--- config.mk ---
export PLATFORM = sky130hd
export DESIGN_NAME = mem_access_ctrl_flat
export DESIGN_NICKNAME = d
export VERILOG_FILES = /design/src/rtl/mem_access_ctrl_if.sv /design/src/rtl/mem_access_ctrl.sv /design/src/flat_wrapper.sv
export SDC_FILE = /design/constraint.sdc
export NUM_CORES = 1
export LEC_CHECK = 0
export BUFFER_PORTS_ARGS = -buffer_cell sky130_fd_sc_hd__buf_2
export CORE_MARGIN = 5
export CORE_UTILIZATION = 45
export CTS_CLUSTER_SIZE = 14
export DETAILED_ROUTE_END_ITERATION = 12
export GPL_ROUTABILITY_DRIVEN = 0
export PLACE_DENSITY = 0.87
export SYNTH_ARGS = -nofsm -noshare
export SYNTH_HDL_FRONTEND = slang
export SYNTH_SLANG_ARGS = --single-unit
--- constraint.sdc ---
create_clock -name clk -period 2.25 [get_ports clk]
set_input_delay 0.225 -clock clk [delete_from_list [all_inputs] [get_ports clk]]
set_output_delay 0.225 -clock clk [all_outputs]
set_load 0.1 [all_outputs]
--- src/rtl/mem_access_ctrl_if.sv ---
// Request/response and RAM-side signals of the memory access controller.
// The control unit and RAM model sit on the master side; the controller uses the slave modport.
interface mem_access_ctrl_if #(
    parameter int ADDR_W = 17,
    parameter int DATA_W = 8
);
    logic              req_rd;
    logic              req_wr;
    logic [ADDR_W-1:0] req_addr;
    logic [DATA_W-1:0] req_wdata;
    logic              err_clr;
    logic              busy;
    logic              done;
    logic [DATA_W-1:0] rdata;
    logic              rdata_valid;
    logic              addr_err;
    logic              ram_en;
    logic              ram_we;
    logic [ADDR_W-1:0] ram_addr;
    logic [DATA_W-1:0] ram_wdata;
    logic [DATA_W-1:0] ram_rdata;

    modport slave (
        input  req_rd, req_wr, req_addr, req_wdata, err_clr, ram_rdata,
        output busy, done, rdata, rdata_valid, addr_err,
               ram_en, ram_we, ram_addr, ram_wdata
    );

    modport master (
        output req_rd, req_wr, req_addr, req_wdata, err_clr, ram_rdata,
        input  busy, done, rdata, rdata_valid, addr_err,
               ram_en, ram_we, ram_addr, ram_wdata
    );
endinterface

--- src/rtl/mem_access_ctrl.sv ---
// Single-byte read/write sequencer between the MAR/MDR stage and the image RAM.
// Latency: write/error done 2 cycles after accept, read done 2+READ_LATENCY cycles after accept.
// Backpressure: busy high while an access is in flight; requests seen while busy are dropped.
module mem_access_ctrl #(
    parameter int ADDR_W       = 17,
    parameter int DATA_W       = 8,
    parameter int READ_LATENCY = 1,
    parameter int MEM_DEPTH    = 81920
) (
    input  logic           clk,
    input  logic           rst_n,
    mem_access_ctrl_if.slave bus
);
    typedef enum logic [1:0] {S_IDLE, S_ISSUE, S_WAIT, S_DONE} state_t;

    localparam logic [31:0] DEPTH32 = 32'(MEM_DEPTH);
    localparam logic [2:0]  LAT     = 3'(READ_LATENCY);

    state_t            state_q, state_d;
    logic [2:0]        cnt_q;
    logic              op_wr_q;
    logic              ok_q;
    logic              err_q;
    logic [DATA_W-1:0] rdata_q;
    logic [ADDR_W-1:0] addr_q;
    logic [DATA_W-1:0] wdata_q;

    logic in_range;
    logic accept;
    logic conflict;

    assign in_range = ({{(32-ADDR_W){1'b0}}, addr_q} < DEPTH32);
    assign accept   = (state_q == S_IDLE) && (bus.req_rd ^ bus.req_wr);
    assign conflict = (state_q == S_IDLE) && bus.req_rd && bus.req_wr;

    always_comb begin
        state_d = state_q;
        case (state_q)
            S_IDLE:  if (accept) state_d = S_ISSUE;
            S_ISSUE: state_d = (in_range && !op_wr_q) ? S_WAIT : S_DONE;
            S_WAIT:  if (cnt_q == 3'd1) state_d = S_DONE;
            S_DONE:  state_d = S_IDLE;
            default: state_d = S_IDLE;
        endcase
    end

    always_ff @(posedge clk or negedge rst_n) begin
        if (!rst_n) begin
            state_q <= S_IDLE;
            cnt_q   <= '0;
            op_wr_q <= 1'b0;
            ok_q    <= 1'b0;
            err_q   <= 1'b0;
            rdata_q <= '0;
            addr_q  <= '0;
            wdata_q <= '0;
        end else begin
            state_q <= state_d;
            if (accept) begin
                addr_q  <= bus.req_addr;
                wdata_q <= bus.req_wdata;
                op_wr_q <= bus.req_wr;
            end
            if (state_q == S_ISSUE) begin
                ok_q <= in_range;
                if (in_range && !op_wr_q) cnt_q <= LAT;
            end else if (state_q == S_WAIT) begin
                cnt_q <= cnt_q - 3'd1;
            end
            // Capture on the cycle the RAM pipeline presents the data.
            if (state_q == S_WAIT && cnt_q == 3'd1) rdata_q <= bus.ram_rdata;
            // A fresh error outranks a simultaneous clear.
            if (conflict || (state_q == S_ISSUE && !in_range)) err_q <= 1'b1;
            else if (bus.err_clr)                               err_q <= 1'b0;
        end
    end

    assign bus.busy        = (state_q != S_IDLE);
    assign bus.done        = (state_q == S_DONE);
    assign bus.rdata_valid = (state_q == S_DONE) && ok_q && !op_wr_q;
    assign bus.rdata       = rdata_q;
    assign bus.addr_err    = err_q;
    assign bus.ram_en      = (state_q == S_ISSUE) && in_range;
    assign bus.ram_we      = (state_q == S_ISSUE) && in_range && op_wr_q;
    assign bus.ram_addr    = addr_q;
    assign bus.ram_wdata   = wdata_q;
endmodule

--- src/flat_wrapper.sv ---
// flat-port wrapper written by rule: the top's interface ports become plain ports
module mem_access_ctrl_flat 
#(
    parameter int ADDR_W       = 17,
    parameter int DATA_W       = 8,
    parameter int READ_LATENCY = 1,
    parameter int MEM_DEPTH    = 81920
)
  (clk, rst_n, bus_req_rd, bus_req_wr, bus_req_addr, bus_req_wdata, bus_err_clr, bus_ram_rdata, bus_busy, bus_done, bus_rdata, bus_rdata_valid, bus_addr_err, bus_ram_en, bus_ram_we, bus_ram_addr, bus_ram_wdata);
  mem_access_ctrl_if #(.ADDR_W(ADDR_W), .DATA_W(DATA_W)) bus_i ();
  input  logic clk;
  input  logic rst_n;
  input wire logic [$bits(bus_i.req_rd)-1:0] bus_req_rd;
  input wire logic [$bits(bus_i.req_wr)-1:0] bus_req_wr;
  input wire logic [$bits(bus_i.req_addr)-1:0] bus_req_addr;
  input wire logic [$bits(bus_i.req_wdata)-1:0] bus_req_wdata;
  input wire logic [$bits(bus_i.err_clr)-1:0] bus_err_clr;
  input wire logic [$bits(bus_i.ram_rdata)-1:0] bus_ram_rdata;
  output wire logic [$bits(bus_i.busy)-1:0] bus_busy;
  output wire logic [$bits(bus_i.done)-1:0] bus_done;
  output wire logic [$bits(bus_i.rdata)-1:0] bus_rdata;
  output wire logic [$bits(bus_i.rdata_valid)-1:0] bus_rdata_valid;
  output wire logic [$bits(bus_i.addr_err)-1:0] bus_addr_err;
  output wire logic [$bits(bus_i.ram_en)-1:0] bus_ram_en;
  output wire logic [$bits(bus_i.ram_we)-1:0] bus_ram_we;
  output wire logic [$bits(bus_i.ram_addr)-1:0] bus_ram_addr;
  output wire logic [$bits(bus_i.ram_wdata)-1:0] bus_ram_wdata;
  assign bus_i.req_rd = bus_req_rd;
  assign bus_i.req_wr = bus_req_wr;
  assign bus_i.req_addr = bus_req_addr;
  assign bus_i.req_wdata = bus_req_wdata;
  assign bus_i.err_clr = bus_err_clr;
  assign bus_i.ram_rdata = bus_ram_rdata;
  assign bus_busy = bus_i.busy;
  assign bus_done = bus_i.done;
  assign bus_rdata = bus_i.rdata;
  assign bus_rdata_valid = bus_i.rdata_valid;
  assign bus_addr_err = bus_i.addr_err;
  assign bus_ram_en = bus_i.ram_en;
  assign bus_ram_we = bus_i.ram_we;
  assign bus_ram_addr = bus_i.ram_addr;
  assign bus_ram_wdata = bus_i.ram_wdata;
  mem_access_ctrl #(.ADDR_W(ADDR_W), .DATA_W(DATA_W), .READ_LATENCY(READ_LATENCY), .MEM_DEPTH(MEM_DEPTH)) u_core (.clk(clk), .rst_n(rst_n), .bus(bus_i));
endmodule
==> summary.txt <==
Detailed routing
  – Drt total wl: 3730 um
  – Number of remaining DRC errors: 0
  – Max Used Layer: met4
  – Iteration count of the initial detailed-routing pass: 4
  – Routed via count divided by cell count: 4.92
  – Met3 WL post-DR: 305 um
  – Met2 routed WL: 1930 um
  – Violation count after the first detailed-routing iteration: 34
  – Wire length on met1: 1440 um
  – Number of nets still failing antenna checks after routing: 0
  – WL per Instance: 14.6 um
  – Number of vias after detailed routing: 1254

Logic synthesis
  – Synthesized net count: 169
  – Syn Inst Count: 124
  – Ranking of synthesized cells by instance count: sky130_fd_sc_hd__dfrtp_1 (41), sky130_fd_sc_hd__mux2_4 (20), sky130_fd_sc_hd__mux2_2 (14), sky130_fd_sc_hd__ha_1 (7), sky130_fd_sc_hd__inv_1 (7)
  – Number of flops mapped to enable cells by yosys: 0
  – Flip-flop cell with the highest count after synthesis: sky130_fd_sc_hd__dfrtp_1
  – Biggest area contributors in the synthesized netlist: sky130_fd_sc_hd__dfrtp_1 (55%), sky130_fd_sc_hd__mux2_4 (16%), sky130_fd_sc_hd__mux2_2 (8.5%)
  – Synthesis-stage register bit count: 41
  – Average cell area after synthesis: 14.9 um2
  – Async S/R FF share, synth: 100%
  – Post-synth cell types: 27
  – Sequential cell area fraction in the yosys report: 55.4%
  – Top-area cell type share of the netlist area: 55.4%
  – Summed instance area of the synthesized netlist: 1850 um2
  – Number of warnings reported in the yosys synthesis log: 0
  – Cell with the most instances after synthesis: sky130_fd_sc_hd__dfrtp_1
  – Leading area contributor after synthesis: sky130_fd_sc_hd__dfrtp_1

Flow run
  – Max-cap violations: 0

Timing
  – Worst-case headroom to the max-slew limit: 40.2%
  – Setup TNS Final: 0 ns
  – Clock skew after layout: 0.00658 ns
  – Shortest clock period the worst path allows after layout: 2.13 ns
  – Final hold violation count: 0
  – Highest clock rate: 470 MHz
  – RSZ-0062 raised after global routing: no
  – Least setup slack across all paths after layout: 0.123 ns
  – Final-report setup violation count: 0
  – Slew at the pin with the worst max-slew slack: 0.897 ns
  – Period utilization: 94.6%
  – Number of max-slew violations in the final report: 0

Worst setup path
  – R2R Path Start: u_core.state_q[0]$_DFFE_PN0P_
  – Critical path startpoint category: register
  – Path depth of the worst reg2reg path: 5
  – Class of the most critical setup path: reg2out
  – Slowest library cell on the worst path: sky130_fd_sc_hd__dfrtp_1
  – Type of destination of the critical path: primary output
  – Delay of the slowest critical-path stage: 0.43 ns
  – Number of buffers and inverters on the critical path: 2
  – Cell type group with the largest total delay on the critical path: buffers and inverters
  – CP Max Fanout: 8
  – Data arrival time of the critical path: 1.90 ns
  – Critical path, cell by cell: inv_1 -> ha_1 -> nor2b_4 -> and2_4 -> buf_2
  – Critical path required time: 2.03 ns
  – Minimum setup slack among reg-to-reg paths: 0.55 ns
  – Crit Reg-Reg Endpoint: u_core.bus.rdata[0]$_DFFE_PN0P_

Final layout
  – Fraction of final layout cells with drive strength greater than 1: 60.0%
  – Area Growth Syn to Fin: 27.6%
  – Filler-free cell count of the finished design: 255
  – Layout Nets: 249
  – Total inserted antenna cells: 0
  – Register cell area after layout: 1030 um2
  – Post-route cell area: 2360 um2
  – Area of combinational cells with multiple inputs: 761 um2
  – FILL cells: 329

Status
  – Status: complete, no violations

Global routing
  – Via count of the first global-routing pass: 1345
  – Total track usage: 14.6%
  – First-pass GRT wire length: 6090 um
  – Largest net degree at the start of global routing: 42
  – Aggregate global routing overflow: 0
  – Number of antenna violations at the first check in global routing: 0

CTS
  – Largest buffer count on any clock path: 2
  – Clock-pin slew of the registers on the worst-case setup and hold paths: 0.08 ns
  – Number of buffers inserted to repair setup after CTS: 0
  – Root buffer cell: sky130_fd_sc_hd__clkbuf_8
  – Post-cts gate resize count: 0
  – Insertion delay to the later sink of the worst-skew pair: 0.29 ns
  – CTS tree: done
  – Level count of the clock H-tree: 2
  – Clock buffers created by TritonCTS: 5
  – Post-cts hold buffer count: 0
  – Count of clock tree sinks: 41

Placement
  – Total instance count after detailed placement: 247
  – Dpl cell area: 2280 um2
  – Number of buffer cells added on primary ports: 76
  – Half-perimeter wire length after placement: 2890 um
  – Pre-CTS setup slack: 0.452 ns

Floorplanning
  – Initial Utilization: 46.3%
  – Core Region: 4000 um2
  – Width of the die: 74.2 um
  – Vert. Die Dim: 74.2 um
  – Floorplan die area: 5500 um2
  – Row cnt: 23
  – I/O pin count: 77

Min path
  – Worst hold path class: in2async
## worst max-delay path by stage
stage,start,endpoint,slack [ns],cells after the start
finish,u_core.state_q[1]$_DFFE_PN0P_,bus_ram_we,0.12,5
global route,u_core.state_q[1]$_DFFE_PN0P_,bus_ram_we,0.03,5
CTS,u_core.state_q[1]$_DFFE_PN0P_,bus_ram_we,0.13,5
detailed placement,u_core.state_q[1]$_DFFE_PN0P_,bus_ram_we,0.45,5
global placement,u_core.state_q[1]$_DFFE_PN0P_,bus_ram_we,0.50,5
floorplan,u_core.bus.ram_addr[14]$_DFFE_PN0P_,bus_ram_we,-0.04,3
## state kept, by name, summed over array words and instances, names as in the netlist
name / count
u_core.bus.ram_addr: 17
u_core.bus.addr_err: 1
u_core.op_wr_q: 1
u_core.bus.ram_wdata: 8
u_core.bus.rdata: 8
u_core.cnt_q: 3
u_core.state_q: 2
u_core.ok_q: 1
## cell type report
type,count,share of cell area [%]
tap,50,2.65
timing repair buffer,77,16.9
inverter,7,1.11
multi-input combinational,72,32.2
sequential,41,43.4
clock inverter,2,0.635
clock buffer,6,3.07
## cells in the final DEF (no fill, tap or decap), drive strengths merged
cell | netlist | routed
o2bb2ai | 1 | 1
o32ai | 1 | 1
xor2 | 1 | 1
dfrtp | 41 | 41
or2 | 1 | 1
and2 | 1 | 1
xnor2 | 1 | 1
o22a | 2 | 2
a22o | 1 | 1
nor3 | 1 | 1
nor2b | 1 | 1
nor2 | 3 | 3
o32a | 1 | 1
ha | 7 | 7
mux2 | 34 | 34
a221oi | 1 | 1
inv | 7 | 7
nand2 | 5 | 5
clkbuf | 0 | 6
o21a | 2 | 2
a21oi | 1 | 1
o21ai | 3 | 3
a32oi | 1 | 1
buf | 4 | 77
nand2b | 3 | 3
clkinvlp | 0 | 2
## metrics by stage
step / hold WS (ns) / util [%]
after floorplan: -0.0706 / -
after global placement: 0.396 / 56.9
after detailed placement: 0.408 / 56.9
after CTS: 0.0879 / 59.1
after global routing: 0.135 / 59.1
final: 0.0588 / 59.1
## cell families (layout without fill, tap and decap cells)
logic type / count (synthesis) / count (layout) / synth area share, %
xor+xnor: 2 / 2 / 0.946
fa+ha+maj: 7 / 7 / 4.73
mux: 34 / 34 / 24.7
simple gates: 15 / 15 / 3.92
compound gates: 14 / 14 / 5.81
buf+inv: 11 / 92 / 4.46
flops: 41 / 41 / 55.4
## routing by layer
| layer | track usage [%] | vias to the layer above |
|---|---|---|
| met5 | 0 | - |
| met4 | 4.63 | 0 |
| met3 | 5.54 | 5 |
| met2 | 24.5 | 48 |
| met1 | 17.3 | 613 |
| li1 | - | 588 |
Power is left out: the tool's default activity adds up to more than one toggle a clock period on the data nets, which glitch-free logic cannot reach.
